`src/rtl/ps2_tx.sv`:
```
// PS/2 host-to-device command transmitter: inhibit, request-to-send, 8 data + odd parity + stop, ack check.
// Latency: INHIBIT_CYCLES plus 11 device clocks; tx_start is ignored while busy and there is no backpressure on the device side.
module ps2_tx #(
    parameter int INHIBIT_CYCLES = 5000,
    parameter int TIMEOUT_CYCLES = 750000
) (
    input  logic       clock50,
    input  logic       reset_n,
    input  logic [7:0] tx_data,
    input  logic       tx_start,
    input  logic       ps2_clk_i,
    input  logic       ps2_dat_i,
    output logic       ps2_clk_oe,
    output logic       ps2_dat_oe,
    output logic       busy,
    output logic       done,
    output logic       ack_err,
    output logic       timeout_err
);

    localparam int MAX_CYCLES = (INHIBIT_CYCLES > TIMEOUT_CYCLES) ? INHIBIT_CYCLES : TIMEOUT_CYCLES;
    localparam int CW         = $clog2(MAX_CYCLES + 1);

    typedef enum logic [2:0] {IDLE, INHIBIT, REQ, SHIFT, ACK, WAITREL} state_t;

    state_t          state, state_nxt;
    logic            clk_s1, clk_s2, clk_d;
    logic            dat_s1, dat_s2;
    logic            fe;
    logic [8:0]      shreg, shreg_nxt;
    logic [3:0]      bitcnt, bitcnt_nxt;
    logic [CW-1:0]   cnt, cnt_nxt;
    logic            tmo;
    logic            ack_ok, ack_ok_nxt;
    logic            done_nxt, ack_err_nxt, timeout_nxt;

    always_ff @(posedge clock50 or negedge reset_n) begin
        if (!reset_n) begin
            clk_s1 <= 1'b1;
            clk_s2 <= 1'b1;
            clk_d  <= 1'b1;
            dat_s1 <= 1'b1;
            dat_s2 <= 1'b1;
        end else begin
            clk_s1 <= ps2_clk_i;
            clk_s2 <= clk_s1;
            clk_d  <= clk_s2;
            dat_s1 <= ps2_dat_i;
            dat_s2 <= dat_s1;
        end
    end

    assign fe  = clk_d & ~clk_s2;
    assign tmo = (cnt == CW'(TIMEOUT_CYCLES - 1));

    always_ff @(posedge clock50 or negedge reset_n) begin
        if (!reset_n) begin
            state       <= IDLE;
            shreg       <= '0;
            bitcnt      <= '0;
            cnt         <= '0;
            ack_ok      <= 1'b0;
            done        <= 1'b0;
            ack_err     <= 1'b0;
            timeout_err <= 1'b0;
        end else begin
            state       <= state_nxt;
            shreg       <= shreg_nxt;
            bitcnt      <= bitcnt_nxt;
            cnt         <= cnt_nxt;
            ack_ok      <= ack_ok_nxt;
            done        <= done_nxt;
            ack_err     <= ack_err_nxt;
            timeout_err <= timeout_nxt;
        end
    end

    always_comb begin
        state_nxt   = state;
        shreg_nxt   = shreg;
        bitcnt_nxt  = bitcnt;
        cnt_nxt     = cnt + CW'(1);
        ack_ok_nxt  = ack_ok;
        done_nxt    = 1'b0;
        ack_err_nxt = 1'b0;
        timeout_nxt = 1'b0;
        unique case (state)
            IDLE: begin
                cnt_nxt = '0;
                if (tx_start) begin
                    shreg_nxt  = {~^tx_data, tx_data};
                    bitcnt_nxt = '0;
                    ack_ok_nxt = 1'b0;
                    state_nxt  = INHIBIT;
                end
            end
            INHIBIT: begin
                if (cnt == CW'(INHIBIT_CYCLES - 1)) begin
                    cnt_nxt   = '0;
                    state_nxt = REQ;
                end
            end
            REQ: begin
                if (fe) begin
                    cnt_nxt    = '0;
                    bitcnt_nxt = '0;
                    state_nxt  = SHIFT;
                end else if (tmo) begin
                    state_nxt   = IDLE;
                    timeout_nxt = 1'b1;
                end
            end
            SHIFT: begin
                if (fe) begin
                    cnt_nxt = '0;
                    // bitcnt==8 means parity is on the line; this edge starts the stop bit
                    if (bitcnt == 4'd8) begin
                        state_nxt = ACK;
                    end else begin
                        shreg_nxt  = {1'b0, shreg[8:1]};
                        bitcnt_nxt = bitcnt + 4'd1;
                    end
                end else if (tmo) begin
                    state_nxt   = IDLE;
                    timeout_nxt = 1'b1;
                end
            end
            ACK: begin
                if (fe) begin
                    cnt_nxt     = '0;
                    state_nxt   = WAITREL;
                    ack_ok_nxt  = ~dat_s2;
                    ack_err_nxt = dat_s2;
                end else if (tmo) begin
                    state_nxt   = IDLE;
                    timeout_nxt = 1'b1;
                end
            end
            WAITREL: begin
                if (clk_s2 && dat_s2) begin
                    state_nxt = IDLE;
                    done_nxt  = ack_ok;
                end else if (fe) begin
                    cnt_nxt = '0;
                end else if (tmo) begin
                    // a failed ack already reported; keep a single error pulse per transfer
                    state_nxt   = IDLE;
                    timeout_nxt = ack_ok;
                end
            end
            default: state_nxt = IDLE;
        endcase
    end

    always_comb begin
        ps2_clk_oe = (state == INHIBIT);
        ps2_dat_oe = (state == REQ) || ((state == SHIFT) && !shreg[0]);
        busy       = (state != IDLE);
    end

endmodule

```
`config.mk`:
```
export PLATFORM = sky130hd
export DESIGN_NAME = ps2_tx
export DESIGN_NICKNAME = d
export VERILOG_FILES = /design/src/rtl/ps2_tx.sv
export SDC_FILE = /design/constraint.sdc
export NUM_CORES = 1
export LEC_CHECK = 0
export BUFFER_PORTS_ARGS = -buffer_cell sky130_fd_sc_hd__buf_4
export CORE_MARGIN = 2
export CORE_UTILIZATION = 50
export DETAILED_ROUTE_END_ITERATION = 10
export PLACE_DENSITY = 0.69
export SLEW_MARGIN = 20
export SYNTH_ARGS = -nofsm -noshare
export SYNTH_HDL_FRONTEND = slang
export SYNTH_SLANG_ARGS = --single-unit
export TNS_END_PERCENT = 30
```
`constraint.sdc`:
```
create_clock -name clock50 -period 2.3 [get_ports clock50]
set_clock_uncertainty 0.1 [all_clocks]
set_input_delay 0.345 -clock clock50 [delete_from_list [all_inputs] [get_ports clock50]]
set_output_delay 0.345 -clock clock50 [all_outputs]
set_load 0.1 [all_outputs]
```
Word level (Yosys, flattened, before mapping)
Index checks and enable logic that the tools add are counted.
Word-level totals
  flip-flop bits (word level): 45
Operators by class
  bitwise logic cells: 3
  reductions and logical operators: 15
  add/subtract/negate cells: 2
  eq/ne operators: 16
  mux-type cells: 36
Operator list (count)
  $pmux 20 s4: 1
  $mux 20: 3
  $mux 3: 9
  $mux 9: 3
  $add 20x1->20 const B: 1
  $eq 20x13->1 const B: 1
  $eq 20x20->1 const B: 1
  $pmux 3 s6: 1
  $pmux 9 s2: 1
  $mux 4: 4
  $pmux 4 s3: 1
  $mux 1: 11
  $ne 2x2->1 const B: 5
  $reduce_and 4->1: 2
  $reduce_xnor 8->1: 1
  $eq 3x2->1 const B: 2
  $eq 3x3->1 const B: 2
  $ne 3x3->1 const B: 2
  $reduce_bool 3->1: 2
  $reduce_and 5->1: 1
  $add 4x1->4 const B: 1
  $eq 4x4->1 const B: 1
  $pmux 1 s2: 2
  $reduce_bool 2->1: 2
  10 further kinds: 12

Logic depth before layout (Yosys ltp)
Gate-level depths: netlist of run 1.
  depth in word-level cells: 5
  gate-level depth with buffers: 8
  gate-level depth less buffers: 7

Worst setup path after synthesis of run 1
OpenSTA, ideal clock, no wires.
  path kind: register to register
  start point: reg state[1]
  end point: reg cnt[18]
  setup time: 0.077 ns
  cell stages (with the launch flop): 7
  arrival time: 3.908 ns
  period minus slack after synthesis: 4.086 ns
  data required time: 2.123 ns
  setup slack: -1.786 ns
  cell sequence: dfrtp_1 > buf_2 > nor3b_1 > o21ai_0 > o21a_1 > buf_2 > a21oi_1
RTL lines
  from (decl): RTL line 26  | state_t state, state_nxt;
  from (signal assigned): RTL line 67  | state <= state_nxt;
  $eq 3x1->1
  via ps2_clk_oe: RTL line 13  | output logic ps2_clk_oe,
  $pmux 20 s4: RTL line 87  | unique case (state)
  via cnt_nxt[18]: RTL line 32  | logic [CW-1:0] cnt, cnt_nxt;
  to (signal assigned): RTL line 70  | cnt <= cnt_nxt;
  to (decl): RTL line 32
The timed path passes the listed nets, and every way through them passes these cells.
A chain may end at the register's enable or synchronous reset.

Final worst setup path of run 1
  start point: reg cnt[0]
  end point: reg state[1]
Between the ends
  word-level cells in the longest chain between the ends: 5
RTL lines
  $eq 20x20->1: RTL line 54  | assign tmo = (cnt == CW'(TIMEOUT_CYCLES - 1));
  $mux 3 (3 in a row)
  $pmux 3 s6
Parallel ways exist; a longest one is shown, timed or not. The select of a mux whose other input is x is not followed.

==> flow_summary.toml, run 1 <==
[grt]
globalRouteMet3Util_pct = 5.13
grt_max_degree = 46
grt_pass1_vias = 1614
grt_overflow = 0
antenna_found_initial = 0
busiest_layer = "met2"
use_met2_pct = 29.5
grt_usage_pct = 18.5
grt_util_met1_pct = 24.9
grt_pass1_wl_mm = 7.38

[cells_and_area]
syn_to_final_growth_pct = 15.9
final_common_cell = "dfrtp_1"
drive_above_1_share_pct = 17.9
final_cell_mix = "dfrtp_1 (40), nand2_1 (25), nor2_1 (24), buf_4 (23)"
fillers = 374
diodes = 0
nNetsFinal = 266
final_util_pct = 60.0

[placed_design]
io_buffers = 18
place_congestion = 0.865
hpwl_mm = 2.87

[synthesis]
ys_seq_elements = 45
async_reset_ff_share_pct = 100
synthFlopType = "dfrtp_1"
ys_warn_count = 0
synth.cell_area_sq_um = 2250
synth-edff-count = 0
yosysTopAreaCell = "dfrtp_1"
seq_area_frac_synth_pct = 50.3
synth_cells = 227
yosysTopAreaCellShare_pct = 44.4
synthDistinctLibCells = 44
syn_nets = 243
synth_area_leaders = "dfrtp_1 (44%), dfstp_2 (5.8%), xor2_1 (5.1%)"
avgSynthCellArea_sq_um = 9.92

[pwr]
vdd_ir_drop_max_v = 0.000387
p_leak_nw = 1.19
powerDensity_nw_per_um2 = 570

[die]
io_pins = 19
start_util_pct = 51.7
rows = 24
fp.dieW_um = 71.1
core-area_sq_um = 4350
fp.dieH_um = 71.1
dieArea_sq_um = 5060

[route]
remaining_drc_errors = 0
drt_first_iter_violations = 94
detail_route.wl_per_cell_um = 13.7
totalWireLength_mm = 4.15
ant_nets = 0
firstDrtPassIters = 4
vias = 1636
vias_per_cell = 5.40

[setup_path]
crit_path_end_kind = "flop"
start_kind = "flop"
crit_path_max_fanout = 5
critical_path_class = "flop to flop"
worst_ep_arrival_time_ns = 2.27
worstPathRequired_ns = 2.39

[timing]
setup_tns_ns = 0
tightest_slew_ns = 0.634
fin_crit_ns = 2.19
setup_viol = 0
slew_viol_final = 0
fmax_mhz = 458
relSlewSlack_pct = 57.7
fin_crit_sh_pct = 95.0
hold_violations = 0
rsz0062_at_grt = "no"

[clock_tree]
post_cts_buffers = 0
numCtsBuffers = 5
htreeDepth = 2
cts_tree = "done"
clock_latency_ns = 0.30
ctsRootBufferMaster = "clkbuf_8"
clockBufferDepth = 2
cts_sinks = 45
clkTransAtPathRegs_ns = 0.08

[outcome]
status = "completed"

[flow_run]
maxCapViolCount = 0

[worst_hold_path]
hold_path_class = "primary input to flop"
==> flip-flops by register name, indices dropped and copies added (netlist names) <==
signal       count
cnt             20
dat_s1           1
timeout_err      1
clk_d            1
clk_s1           1
dat_s2           1
ack_ok           1
bitcnt           4
shreg            9
done             1
ack_err          1
clk_s2           1
state            3
==> cell usage after synthesis (2+ instances only) <==
cell type and number:
and3_1 2, nor2b_1 4, nor2_1 24, xor2_1 13, inv_1 5, clkbuf_1 3, nor4_1 2, or3_1 2
nand3_1 12, ha_1 3, buf_2 4, o21ai_0 14, xnor2_1 11, a21oi_1 7, nand2_1 25, nand4b_1 2
a31oi_1 2, nand2b_1 3, mux2i_1 9, dfrtp_1 40, nand4_1 5, nor3_1 6, nor3b_1 3, nand3b_1 2
dfstp_2 5
==> metal layers <==
metal  up-vias  part of all wire [%]
met1       773                    49
met5         -                     0
met3         4                   3.4
li1        833                     -
met2        26                    47
met4         0                  0.87
==> layout make-up <==
class	instances	area, sq um	share of cell area, %
timing repair buffer	24	183	7.00
inverter	5	18.8	0.719
sequential	45	1130	43.4
clock inverter	1	30.0	1.15
multi-input combinational	169	1100	42.0
clock buffer	7	86.3	3.31
tap	52	65.1	2.49
==> power breakdown <==
part           switching (mW)  internal, mW  total [mW]
Sequential            0.00279         0.798       0.801
Combinational          0.0361        0.0325      0.0686
Clock                   0.263         0.354       0.617
==> cells by family after synthesis <==
| logic type | after synthesis | synth area share (%) |
|---|---|---|
| buf+inv | 13 | 2.39 |
| xor+xnor | 24 | 9.33 |
| flops | 45 | 50.3 |
| fa+ha+maj | 3 | 1.67 |
| mux | 9 | 4.00 |
| compound gates | 31 | 8.11 |
| simple gates | 102 | 24.2 |
==> final timing paths <==
check,startpoint,end,slack (ns),cells after the start
worst max-delay path,cnt[0],state[1],0.11,6
min in group asynchronous,reset_n,ack_err,0.48,2
worst min-delay path,ps2_dat_i,dat_s1,0.05,1
max in group asynchronous,reset_n,cnt[19],1.25,2
worst min register to register,dat_s1,dat_s2,0.25,0
worst max register to register,cnt[0],state[1],0.11,6
==> through the flow <==
step           area, sq um  power [mW]  hold WS (ns)  instances  setup slack [ns]
3_5_place_dp          2470       0.885         0.247        294            0.0636
6_report              2610        1.49        0.0514        303             0.115
4_1_cts               2600        1.50        0.0488        303            0.0529
3_3_place_gp          2470       0.884         0.246        294             0.158
5_1_grt               2610        1.55        0.0327        303           0.00427
2_1_floorplan         2270       0.845       -0.0506        227            0.0223
==> worst max-delay path: stages (launching register included) <==
cell	delay [ns]
dfrtp_1	0.41
ha_2	0.24
and4bb_2	0.23
nand4b_1	0.13
or4_4	0.59
o311ai_1	0.29
nand2_1	0.08
==> what timing repair did <==
item / CTS / global route
resized for setup: 0 / 2
hold buffers: 1 / 0
setup endpoints to repair: 0 / 2
hold endpoints to repair: 40 / 0
No activity file was read; power rests on OpenSTA's default activity.
==> run 2: changes to the inputs <==
- ABC_AREA: default -> 1
- PLACE_DENSITY: 0.69 -> 0.68
==> run 2 against run 1 <==
  * First-iteration DRC count is 100% higher
  * Sequential power rose by 29%
  * Global-route usage up 2.0 points
  * Cell area is 6.9% higher
  * Critical endpoint is now ps2_dat_oe
  * Sequential share of layout area fell by 2.8 points
  * Synthesized area up 12%
  * Critical path depth shrank 1
  * Maximum frequency is 9.3% higher
  * Via count up 25%
  * Setup slack improved by 0.19 ns
  * Critical path type is now flop to output pin
==> flow_summary.toml, run 2 <==
[outcome]
status = "completed"

[cells_and_area]
regMostFlops = "cnt"
nNetsFinal = 368
diodes = 0
syn_to_final_growth_pct = 10.9
final_common_cell = "nand2_1"
final_cell_mix = "nand2_1 (92), nor2_1 (57), dfrtp_1 (40), inv_1 (35), buf_4 (19)"
drive_above_1_share_pct = 14.2
reg_top3 = "cnt: 20 flops, shreg: 9 flops, bitcnt: 4 flops"
largest_reg_flops = 20
final_util_pct = 58.3

[grt]
grt_max_degree = 46
grt_overflow = 0
grt_pass1_vias = 1965
antenna_found_initial = 0
grt_usage_pct = 20.4
grt_pass1_wl_mm = 8.74

[synthesis]
ys_seq_elements = 45
seq_area_frac_synth_pct = 45.0
synth_commonest_cells = "nand2_1 (92), nor2_1 (58), dfrtp_1 (40)"
synthMuxAreaShare_pct = 0
synthFlopType = "dfrtp_1"
yosysTopAreaCellShare_pct = 39.8
ys_warn_count = 0
avgSynthCellArea_sq_um = 7.60
synth_area_leaders = "dfrtp_1 (40%), nand2_1 (14%), nor2_1 (8.7%)"
synth-adder-area-share_pct = 1.49
synth_top_family_by_area = "simple AND/OR/NAND/NOR gates"
synth.cell_area_sq_um = 2520
synthDistinctLibCells = 32
synth_compound_area_share_pct = 6.27
synth.most_common_cell = "nand2_1"
async_reset_ff_share_pct = 100
synth-edff-count = 0
yosysTopAreaCell = "dfrtp_1"
synthSimpleGateAreaFrac_pct = 32.5
synth_cells = 331
syn_nets = 347
synth-xor-area-share_pct = 6.61

[route]
ant_nets = 0
firstDrtPassIters = 4
vias_per_cell = 4.89
vias = 2053
drt_first_iter_violations = 188
detail_route.wl_per_cell_um = 11.9
remaining_drc_errors = 0
totalWireLength_mm = 5.01

[setup_path]
worstPathRequired_ns = 1.86
worst_ep_arrival_time_ns = 1.55
r2r_setup_slack_ns = 0.40
cp-endpoint = "ps2_dat_oe"
crit_path_end_kind = "output pin"
critical_path.cell_chain = "inv_2 -> nor2_1 -> inv_1 -> a21oi_1 -> buf_4"
crit_path_max_fanout = 6
start_kind = "flop"
r2r-start = "clk_d"
regToRegEndpoint = "shreg[6]"
crit_buf_inv = 3
crit_path_top_delay_cell = "dfrtp_1"
crit_cells = 5
critical_path_class = "flop to output pin"
cp_top_family = "flip-flops"
critPathMaxStageDelay_ns = 0.48
critPathLaunch = "state[1]"
reg2reg_depth = 8

[die]
fp.dieH_um = 74.9
io_pins = 19
start_util_pct = 52.6
fp.dieW_um = 74.9
core-area_sq_um = 4790
rows = 25
dieArea_sq_um = 5620

[timing]
setup_viol = 0
fin_crit_sh_pct = 86.9
holdWs_ns = 0.0453
slew_viol_final = 0
rsz0062_at_grt = "no"
fin_crit_ns = 2.00
tightest_slew_ns = 0.561
fmax_mhz = 500
setup_tns_ns = 0
relSlewSlack_pct = 62.6
hold_violations = 0

[pwr]
powerDensity_nw_per_um2 = 945
p_leak_nw = 1.37
finalPower_mw = 2.64
vdd_ir_drop_max_v = 0.000491

[placed_design]
hpwl_mm = 3.61
io_buffers = 18
place_congestion = 0.896

[clock_tree]
cts_sinks = 45
cts_tree = "done"
ctsRootBufferMaster = "clkbuf_8"
clockBufferDepth = 2
htreeDepth = 2
numCtsBuffers = 5
clock_latency_ns = 0.31
postCtsHoldBufs = 1
clkTransAtPathRegs_ns = 0.09
cts_resized = 0
post_cts_buffers = 0

[flow_run]
maxCapViolCount = 0

[worst_hold_path]
hold_path_class = "primary input to flop"
min_path_cells = 1
## run 2: cell families (layout without fill, tap and decap cells)
logic type      Yosys count  after routing
buf+inv                  47             69
compound gates           26             26
simple gates            191            191
xor+xnor                 19             19
flops                    45             45
fa+ha+maj                 3              3
## run 2: power by group
group | internal (mW) | switching (mW)
Combinational | 0.323 | 0.794
Clock | 0.210 | 0.282
Sequential | 0.930 | 0.100
## run 2: worst min path at each step
stage	slack [ns]	to	from
4_1_cts	0.03	clk_s1	ps2_clk_i
2_1_floorplan	-0.05	ack_err	reset_n
3_3_place_gp	0.25	dat_s2	dat_s1
5_1_grt	0.02	dat_s1	ps2_dat_i
3_5_place_dp	0.25	clk_s2	clk_s1
6_report	0.05	clk_s1	ps2_clk_i
## run 2: layout make-up
class / count / area [sq um]
clock buffers: 5 / 68.8
clock inverters: 3 / 17.5
fillers: 457 / 1990
inverters: 41 / 154
multi-input cells: 239 / 1180
flip-flops and latches: 45 / 1130
well taps: 67 / 83.8
repair buffers: 20 / 153
## run 2: per-stage QoR
stage | instances | area (sq um) | setup WS (ns)
2_1_floorplan | 331 | 2520 | -0.280
3_3_place_gp | 411 | 2700 | 0.459
3_5_place_dp | 411 | 2700 | 0.410
4_1_cts | 420 | 2790 | 0.320
5_1_grt | 420 | 2790 | 0.185
6_report | 420 | 2790 | 0.300
## run 2: layer usage
metal / part of all wire (%) / GRT usage (%)
met3: 2.6 / 5.22
met1: 51 / 29.2
met2: 45 / 29.7
met5: 0 / 0
met4: 1.4 / 8.13
